`src/rtl/sr_link_pkg.sv`:
```
`default_nettype none
// ============================================================================
// sr_link_pkg : shared FSM encoding and PRBS7 constants for sr_link_checker
// Rev 1.0
// ============================================================================
package sr_link_pkg;

   typedef enum logic [2:0] {
      ST_IDLE  = 3'd0,
      ST_FLUSH = 3'd1,
      ST_PROBE = 3'd2,
      ST_SEED  = 3'd3,
      ST_CHECK = 3'd4,
      ST_DONE  = 3'd5
   } state_t;

   localparam logic [6:0] PRBS7_TAPS  = 7'h60;
   localparam logic [6:0] PRBS7_SEED  = 7'h7F;
   localparam int         SYNC_STAGES = 2;

   // Next PRBS7 bit (x^7 + x^6 + 1) for a state whose bit 0 is the newest bit.
   function automatic logic prbs7_fb(input logic [6:0] s);
      return ^(s & PRBS7_TAPS);
   endfunction

endpackage
`default_nettype wire

```
`src/rtl/prbs7_lfsr.sv`:
```
`default_nettype none
// ============================================================================
// prbs7_lfsr : PRBS7 generator; out is the bit the next advance shifts in
// Rev 1.0
// ============================================================================
module prbs7_lfsr
   import sr_link_pkg::*;
(
   input  logic       clk,
   input  logic       rst_n,
   input  logic       en,
   input  logic       load,
   input  logic [6:0] load_val,
   output logic       out
);

   logic [6:0] r_state;

   always_ff @(posedge clk) begin
      if (!rst_n) begin
         r_state <= PRBS7_SEED;
      end else if (load) begin
         r_state <= load_val;
      end else if (en) begin
         r_state <= {r_state[5:0], prbs7_fb(r_state)};
      end
   end

   assign out = prbs7_fb(r_state);

endmodule
`default_nettype wire

```
`config.mk`:
```
export PLATFORM = sky130hd
export DESIGN_NAME = prbs7_lfsr
export DESIGN_NICKNAME = d
export VERILOG_FILES = /design/src/rtl/sr_link_pkg.sv /design/src/rtl/prbs7_lfsr.sv
export SDC_FILE = /design/constraint.sdc
export NUM_CORES = 1
export LEC_CHECK = 0
export BUFFER_PORTS_ARGS = -buffer_cell sky130_fd_sc_hd__buf_2
export CAP_MARGIN = 40
export CORE_AREA = 3 3 40 42
export CTS_CLUSTER_DIAMETER = 200
export DETAILED_ROUTE_END_ITERATION = 16
export DIE_AREA = 0 0 43 45
export GPL_TIMING_DRIVEN = 0
export PLACE_DENSITY_LB_ADDON = 0.2
export SLEW_MARGIN = 20
export SYNTH_ARGS = -nofsm -noshare
export SYNTH_HDL_FRONTEND = slang
export SYNTH_SLANG_ARGS = --single-unit
```
`constraint.sdc`:
```
create_clock -name clk -period 1.7 [get_ports clk]
set_input_delay 0.085 -clock clk [delete_from_list [all_inputs] [get_ports clk]]
set_output_delay 0.085 -clock clk [all_outputs]
set_load 0.02 [all_outputs]
```
======== Word level (Yosys, flattened, before mapping) ========
Cells that the tools add are included.
storage, ports and cells
  output and inout port bits .............. 1
  register bits ........................... 7
  bits of input ports ..................... 11
  word-level logic and storage cells ...... 5
cells by class
  reductions and logical operators ........ 2
  multiplexer cells ....................... 2
operators with widths
  cell                number
  7-bit 2-to-1 mux    2
  7-bit parity        1
  2-bit nonzero test  1

======== Logic depth before layout (Yosys ltp) ========
  word-level depth ........................ 3
  depth in mapped cells ................... 3
  depth with buffers taken out ............ 3

======== Worst setup path before layout ========
OpenSTA, ideal clock, no wires.
  path type ............................... flip-flop to flip-flop
  from .................................... register r_state[5]
  to ...................................... register r_state[0]
  data required time ...................... 1.627 ns
  setup time .............................. 0.073 ns
  buffers on the path ..................... 0
  clock period less this slack ............ 1.107 ns
  arrival ................................. 1.034 ns
  stages on the path, launching flop included .. 4
  path slack .............................. 0.593 ns
  cells stage by stage .................... dfxtp_1 > xor2_1 > mux2i_1 > o211ai_2
between the ends
  word-level cells in the longest chain between the ends .. 3
ends and longest elaborated chain
  what                      line              source
  start: declaration        prbs7_lfsr.sv:17  logic [6:0] r_state;
  start signal: assignment  prbs7_lfsr.sv:23  r_state <= load_val;
  start signal: assignment  prbs7_lfsr.sv:25  r_state <= {r_state[5:0], prbs7_fb(r_state)};
  7-bit parity              n/a
  net out                   prbs7_lfsr.sv:14  output logic out
  7-bit 2-to-1 mux          prbs7_lfsr.sv:24  end else if (en) begin
  7-bit 2-to-1 mux          prbs7_lfsr.sv:22  end else if (load) begin
The timed path passes the listed nets, and every way through them passes these cells. The select of a mux whose other input is x is not followed.
A chain may end at the register's enable or synchronous reset.

======== Worst setup path in the final report ========
  from .................................... register r_state[5]
  to ...................................... output out
between the ends
  word-level cells in the longest chain between the ends .. 1
ends and longest elaborated chain
  what              line               source
  7-bit parity      sr_link_pkg.sv:23  return ^(s & PRBS7_TAPS);
  end: declaration  prbs7_lfsr.sv:14
Every way passes these cells.

==> key figures <==
Layout
  – Area growth, synth to finish: 28.6%
  – Largest registers: r_state: 7 flops
  – Final design utilization: 0.333
  – Max reg flops: 7
  – Layout cell share with drive strength beyond 1: 0.348
  – Commonest non-fill, non-tap cell in the layout: buf_2
  – Ant diodes: 0
  – Commonest non-fill, non-tap cells in the layout: 10 x buf_2, 7 x mux2i_1, 7 x dfxtp_1
  – Reg with most FFs: r_state
  – Nets: 58

Logic synthesis
  – Seq cells post-synth: 7
  – Syn Area/Cell: 10.4 sq um
  – Yosys top cell area share: 0.421
  – Synth Warn #: 0
  – Sequential area share after synthesis: 0.421
  – Synth area leaders: dfxtp_1 42%, mux2i_1 21%, and3b_1 13%, a21oi_1 9.0%, o211ai_2 3.8%
  – Unique cell type count in the Yosys netlist: 10
  – Area leader, netlist: dfxtp_1
  – Gate count after technology mapping: 32
  – Synthesized area: 333 sq um
  – Synthesized Nets: 43

Die
  – Row count: 13
  – I/O pin cnt: 12
  – Chip width: 43 um
  – DIE AREA: 1940 sq um
  – Initial Utilization: 0.259
  – Die Ht: 45 um
  – CORE AREA: 1280 sq um

GRT
  – Largest net degree at the start of global routing: 10
  – Number of global-route vias before repair: 289
  – Total grt overflow: 0
  – Aggregate global-route resource usage: 0.0886
  – First-pass GRT wire length: 1170 um
  – Initial antenna violation count: 0

Detailed routing
  – Wirelength per Cell: 11.3 um
  – DR pass1 iterations: 4
  – DR DRC count: 0
  – Initial drt markers: 7
  – Total number of vias: 290
  – Via/cell ratio: 4.75
  – Final ANT Viol Nets: 0
  – Total routed wirelength: just under 700 um

Critical path
  – CP endpoint kind: primary output
  – R2R cell count: 3
  – Crit-path max FO: 3
  – Worst EP arrival: 1010 ps
  – Critical Path RT: 1620 ps
  – CP Class: flip-flop to primary output
  – CP Launch Type: flip-flop

Clocking
  – Post-CTS resize count: 0
  – Worst skew pair latency: approximately 250 ps
  – Buffer levels on the longest clock path: 2
  – Setup bufs post-CTS: 0
  – Clk sinks: 7
  – CTS Buf Count: 3
  – H-tree levels: 1
  – CTS tree: built
  – Root Buffer: clkbuf_4
  – Worst-path clk slew: about 50 ps
  – Hold_buf cts: 0

Power and ir drop
  – Leakage power total: roughly 0.22 nW
  – Final Total Pwr: 0.000390 W
  – PD cells: 911 nW/um^2
  – Max IR drop VDD: around 0.39 mV

STA
  – Tmin final: 1100 ps
  – Worst Tran Pin Value: approximately 260 ps
  – TNS Setup: 0 ps
  – Fin crit share: 0.646
  – Max frequency: about 0.9 GHz
  – Relative slew slack: 0.826
  – Final number of setup-violating endpoints: 0
  – RSZ-0062 raised after global routing: no
  – Final worst slack: 602 ps
  – Layout Skew: approximately 4.8 ps
  – Pins over their slew limit: 0
  – Final hold viol count: 0
  – Hold WS: 54.5 ps

Run status
  – Status: complete, no violations

Place
  – GPL Wtd Cong: 0.691
  – Pre-CTS setup slack: 815 ps
  – Post-DP HPWL: around 520 um
  – Buffers on Ports: 10

Min path
  – Hold WC Path Type: primary input to flip-flop
  – Hold path cells: 3

Job
  – Max Cap Viol: 0
## power breakdown
group          internal [W]  switching [W]  leakage [nW]
combinational     0.0000290      0.0000280         0.144
clock             0.0000896      0.0000614        0.0150
sequential         0.000176     0.00000624        0.0581
total              0.000294      0.0000957         0.217
## final cells by class
type                       instances  area [sq um]
tap                               15          18.8
buffer                             1          7.51
fill                             151           857
clock buffer                       4          26.3
multi-input combinational         24           185
timing repair buffer              10          50.0
sequential                         7           140
## worst paths after layout
path | slack, ps | start | endpoint
max | 600 | r_state[5] | out
max reg2reg | 810 | r_state[5] | r_state[0]
min reg2reg | 540 | r_state[2] | r_state[2]
min | 50 | load_val[0] | r_state[0]
## routing by layer
metal,wire [um],vias up,track usage
li1,-,146,-
met1,297,129,0.0829
met2,328,11,0.144
met3,42,4,0.0239
met4,21,0,0.108
met5,0,-,0
## worst max-delay path, cell delays in order, from the launching register on
cell,delay [ps]
dfxtp_1,360
xor2_1,210
buf_2,200
## synth_stat cells (all sizes together)
cell type,number
xor2,1
mux2i,7
dfxtp,7
and3b,5
a21oi,6
buf,1
o211ai,1
nand2,2
nor2,1
nor2b,1
## per-stage QoR
step,instance area [sq um],std cells
floorplan,333,32
global placement,402,57
detailed placement,402,57
CTS,428,61
global route,428,61
finish,428,61
## logic make-up after synthesis
kind of cell / count (synthesis) / synth area share
buffers and inverters: 1 / 0.0226
multiplexers: 7 / 0.211
AND/OR/NAND/NOR: 9 / 0.192
XOR/XNOR: 1 / 0.0263
AO/OA/AOI/OAI: 7 / 0.128
flip-flops: 7 / 0.421
(Power assumes the default switching activity.)
